### config.mk
export PLATFORM = sky130hd
export DESIGN_NAME = regfile_reader
export DESIGN_NICKNAME = d
export VERILOG_FILES = /design/src/rtl/regfile_reader.sv
export SDC_FILE = /design/constraint.sdc
export NUM_CORES = 1
export LEC_CHECK = 0
export CORE_MARGIN = 4
export CORE_UTILIZATION = 40
export DETAILED_ROUTE_END_ITERATION = 10
export GPL_TIMING_DRIVEN = 1
export PLACE_DENSITY = 0.74
export SYNTH_ARGS = -nofsm -noshare
export SYNTH_HDL_FRONTEND = slang
export SYNTH_SLANG_ARGS = --single-unit
export TNS_END_PERCENT = 30
### constraint.sdc
create_clock -name clk_i -period 1.55 [get_ports clk_i]
set_input_delay 0.31 -clock clk_i [delete_from_list [all_inputs] [get_ports clk_i]]
set_output_delay 0.31 -clock clk_i [all_outputs]
set_load 0.005 [all_outputs]
### src/rtl/regfile_reader.sv
// Sequential byte read-out of the register file onto a valid/ready stream.
// Optional trailing XOR checksum byte when REGFILE_READER_CSUM_EN is defined.
module regfile_reader #(
  parameter int BYTE_NUM = 8
) (
  input  logic       clk_i,
  input  logic       rst_n_i,
  input  logic       start_i,
  output logic       busy_o,
  output logic       done_o,
  output logic [2:0] reg_rd_addr_o,
  input  logic [7:0] reg_rd_data_i,
  output logic       out_valid_o,
  input  logic       out_ready_i,
  output logic [7:0] out_data_o,
  output logic       out_last_o
);

  localparam logic [2:0] LAST_ADDR = 3'(BYTE_NUM - 1);

`ifdef REGFILE_READER_CSUM_EN
  typedef enum logic [2:0] {ST_IDLE, ST_LOAD, ST_SEND, ST_CSUM, ST_DONE} state_t;
`else
  typedef enum logic [1:0] {ST_IDLE, ST_LOAD, ST_SEND, ST_DONE} state_t;
`endif

  state_t     state_q, state_d;
  logic [2:0] addr_q, addr_d;
  logic [7:0] data_q, data_d;
  logic       valid_q, valid_d;
  logic       last_q, last_d;
`ifdef REGFILE_READER_CSUM_EN
  logic [7:0] csum_q, csum_d;
`endif

  always_ff @(posedge clk_i or negedge rst_n_i) begin
    if (!rst_n_i) begin
      state_q <= ST_IDLE;
      addr_q  <= '0;
      data_q  <= '0;
      valid_q <= 1'b0;
      last_q  <= 1'b0;
`ifdef REGFILE_READER_CSUM_EN
      csum_q  <= '0;
`endif
    end else begin
      state_q <= state_d;
      addr_q  <= addr_d;
      data_q  <= data_d;
      valid_q <= valid_d;
      last_q  <= last_d;
`ifdef REGFILE_READER_CSUM_EN
      csum_q  <= csum_d;
`endif
    end
  end

  always_comb begin
    state_d = state_q;
    addr_d  = addr_q;
    data_d  = data_q;
    valid_d = valid_q;
    last_d  = last_q;
`ifdef REGFILE_READER_CSUM_EN
    csum_d  = csum_q;
`endif
    case (state_q)
      ST_IDLE: begin
        if (start_i) begin
          addr_d  = '0;
`ifdef REGFILE_READER_CSUM_EN
          csum_d  = '0;
`endif
          state_d = ST_LOAD;
        end
      end
      ST_LOAD: begin
        // Register data is sampled only here, so later writes affect only unloaded bytes
        data_d  = reg_rd_data_i;
        valid_d = 1'b1;
`ifdef REGFILE_READER_CSUM_EN
        csum_d  = csum_q ^ reg_rd_data_i;
        last_d  = 1'b0;
`else
        last_d  = (addr_q == LAST_ADDR);
`endif
        state_d = ST_SEND;
      end
      ST_SEND: begin
        if (valid_q && out_ready_i) begin
          if (addr_q < LAST_ADDR) begin
            valid_d = 1'b0;
            addr_d  = addr_q + 3'd1;
            state_d = ST_LOAD;
          end else begin
`ifdef REGFILE_READER_CSUM_EN
            data_d  = csum_q;
            last_d  = 1'b1;
            state_d = ST_CSUM;
`else
            valid_d = 1'b0;
            last_d  = 1'b0;
            state_d = ST_DONE;
`endif
          end
        end
      end
`ifdef REGFILE_READER_CSUM_EN
      ST_CSUM: begin
        if (valid_q && out_ready_i) begin
          valid_d = 1'b0;
          last_d  = 1'b0;
          state_d = ST_DONE;
        end
      end
`endif
      ST_DONE: state_d = ST_IDLE;
      default: state_d = ST_IDLE;
    endcase
  end

  assign busy_o        = (state_q != ST_IDLE);
  assign done_o        = (state_q == ST_DONE);
  assign reg_rd_addr_o = addr_q;
  assign out_valid_o   = valid_q;
  assign out_data_o    = data_q;
  assign out_last_o    = last_q;

endmodule

==> PnR_summary.wiki <==
{| class="wikitable"
! Metric !! Value
|-
| Outcome || finished, final reports clean
|-
| Via density per instance || 5.31
|-
| Number of max-cap violations || 0
|-
| Number of endpoints with negative hold slack in the final report || 0
|-
| Synthesized instance count || 54
|-
| Placeable core region || 1580 um^2
|-
| RSZ-0062 raised after global routing || false
|-
| Nets in the synthesized netlist || 68
|-
| Clock root buffer master || sky130_fd_sc_hd__clkbuf_4
|-
| Kind of capture point of the worst setup path || output pin
|-
| Fin Clk Skew || 0.00503 ns
|-
| Routed wire length per instance || 14.0 um
|-
| Fin crit period || 1.50 ns
|-
| Sum of negative setup slack || 0 ns
|-
| Buffers on Ports || 26
|-
| Multi-input combinational cell area || 307 um^2
|-
| Cell area power density || 1870 nW/um^2
|-
| Clock Latency Late Sink || 0.28 ns
|-
| Total track usage || 12.4%
|-
| Endpoint required time on the critical path || 1.24 ns
|-
| Global Route met2 Usage || 20.3%
|-
| Period utilization || 96.5%
|-
| Average cell area after synthesis || 13.0 um^2
|-
| Congestion Overflow GR || 0
|-
| Worst-case vdd ir drop || 826 uV
|-
| Power, Total || 1920 uW
|-
| Top library cells by usage in the layout, fill and taps aside || sky130_fd_sc_hd__clkdlybuf4s50_1, sky130_fd_sc_hd__dfrtp_1, sky130_fd_sc_hd__mux2_4
|-
| Pin count of the biggest net entering global routing || 16
|-
| Arrival time reported for the critical path endpoint || 1.19 ns
|-
| Top Ports || 27
|-
| Commonest non-fill, non-tap cell in the layout || sky130_fd_sc_hd__clkdlybuf4s50_1
|-
| Clock tree from TritonCTS || done
|-
| Global routing met1 resource utilization || 14.6%
|-
| Sequential area share after synthesis || 53.3%
|-
| GRT Max-Usage Layer || met2
|-
| Number of buffers on the longest clock path || 2
|-
| Transition at the pin with the smallest max-transition slack || 0.361 ns
|-
| Violation count after the first detailed-routing iteration || 21
|-
| Fraction of layout instances using a drive strength above 1 || 24.1%
|-
| Length of the first detailed-routing pass in iterations || 4
|-
| FMAX || 0.669 GHz
|-
| Initial antenna violation count || 0
|-
| Peak fanout along the critical path || 3
|-
| Detailed-route via count || 547
|-
| Detailed Place HPWL || 1070 um
|-
| Vias in the first global route || 512
|-
| Die Span Y || 50.0 um
|-
| Clock transition at the registers of the reported paths || 0.09 ns
|-
| Layout overhead on the synthesized area || 46.2%
|-
| Total Nets Final || 102
|-
| Post-detailed-route count of antenna-violating nets || 0
|-
| Critical path startpoint category || register
|-
| Syn. warnings || 0
|-
| Leak Pwr || 0.000502 uW
|-
| Antenna diodes || 0
|-
| Cell Rows || 14
|-
| Met3 usage || 5.12%
|-
| Post-synthesis instance area || 704 um^2
|-
| H-tree levels || 1
|-
| Total DRC errors in the routed layout || 0
|-
| Area used by sequential logic in the layout || 377 um^2
|-
| Flop and latch count out of synthesis || 15
|-
| Total routed wirelength || 1450 um
|-
| Wire length of the first global-routing pass || 2350 um
|-
| Count of clock tree sinks || 15
|-
| Final max-slew violation count || 0
|-
| Fill cells || 129
|-
| CTS Buf Count || 3
|-
| Die Wd || 50.0 um
|-
| Classification of the worst-slack hold path || input pin to async pin
|-
| Placer congestion estimate || 0.844
|-
| Starting density of the core || 44.7%
|-
| Rel. slew slack || 75.9%
|-
| Count of unique library cells instantiated by Yosys || 25
|-
| Category of the most critical setup path || register to output pin
|-
| Setup violations, final || 0
|-
| Total Die Area || 2500 um^2
|}
[worst max-delay path, stage by stage (launching register included)]
cell and delay [ns]:
sky130_fd_sc_hd__dfrtp_1 0.39, sky130_fd_sc_hd__or2_1 0.25, sky130_fd_sc_hd__dlygate4sd2_1 0.27
[registers in the layout, summed over array words and instances (netlist names)]
register / flops
out_data_o: 8
state_q: 2
out_last_o: 1
reg_rd_addr_o: 3
out_valid_o: 1
[final timing paths]
| path | from | endpoint | slack, ns | cells past startpoint |
|---|---|---|---|---|
| min | rst_n_i | reg_rd_addr_o[0] | 0.33 | 2 |
| min in group clk_i | out_data_o[0] | out_data_o[0] | 0.51 | 1 |
| min reg2reg | out_data_o[0] | out_data_o[0] | 0.51 | 1 |
| max reg2reg | reg_rd_addr_o[0] | reg_rd_addr_o[2] | 0.14 | 5 |
| max in group asynchronous | rst_n_i | reg_rd_addr_o[0] | 1.04 | 2 |
| max | state_q[0] | busy_o | 0.05 | 2 |
[layout make-up]
cell class / instances / area share [%]
timing repair buffer: 30 / 27.9
tap: 16 / 1.94
clock inverter: 1 / 0.486
inverter: 3 / 1.09
multi-input combinational: 35 / 29.8
clock buffer: 3 / 2.19
sequential: 15 / 36.6
[synthesized netlist by cell type (all sizes together)]
| master | count | area share, % |
|---|---|---|
| a21oi | 2 | 1.4 |
| a22oi | 1 | 1.1 |
| a311oi | 1 | 1.2 |
| a31oi | 2 | 1.8 |
| and2 | 1 | 0.89 |
| and2b | 1 | 1.2 |
| and3 | 1 | 0.89 |
| buf | 1 | 1.6 |
| dfrtp | 15 | 53 |
| ha | 2 | 3.6 |
| inv | 3 | 1.6 |
| mux2 | 8 | 17 |
| nand2 | 3 | 1.6 |
| nand2b | 3 | 3.4 |
| nand3 | 1 | 0.71 |
| nor2 | 1 | 0.53 |
| o21ai | 1 | 0.71 |
| o21ba | 1 | 1.4 |
| o22a | 1 | 1.2 |
| o22ai | 1 | 0.89 |
| o2bb2ai | 2 | 2.5 |
| o31ai | 1 | 1.1 |
| or2 | 1 | 0.89 |
[layer usage]
metal / up-vias / share of wire (%)
met3: 2 / 7.5
li1: 262 / -
met4: 0 / 0.83
met2: 22 / 47
met5: - / 0
met1: 261 / 45
[what timing repair did]
action | CTS | global route
endpoints found under the hold margin | 0 | 0
endpoints found under the setup margin | 5 | 3
resized for setup | 5 | 1
setup buffers | 0 | 1
hold buffers | 0 | 0
pin swaps | 0 | 1
[logic make-up (layout without fill, tap and decap cells)]
family	Yosys count	after routing	synth area share, %
fa+ha+maj	2	2	3.55
mux	8	8	16.5
flops	15	15	53.3
simple gates	12	12	10.1
buf+inv	4	37	3.20
compound gates	13	13	13.3
[report_power, final]
part | internal [uW] | leakage (uW) | switching [uW]
Combinational | 659 | 0.000302 | 359
Sequential | 573 | 0.000182 | 112
Clock | 95.6 | 0.0000177 | 123
Total | 1330 | 0.000502 | 594
[stage by stage]
stage | hold WS (ns) | utilization [%] | worst slack [ns] | instance area (um^2) | std cells
final | 0.330 | 65.3 | 0.0544 | 1030 | 103
after CTS | 0.322 | 64.7 | 0.00123 | 1020 | 102
after global placement | 0.486 | 63.2 | 0.0706 | 996 | 98
after detailed placement | 0.492 | 63.2 | 0.0225 | 996 | 98
after global routing | 0.338 | 65.3 | 0.00952 | 1030 | 103
after floorplan | 0.0144 | - | 0.316 | 704 | 54
Note: power is estimated with default switching activity, not from simulation.
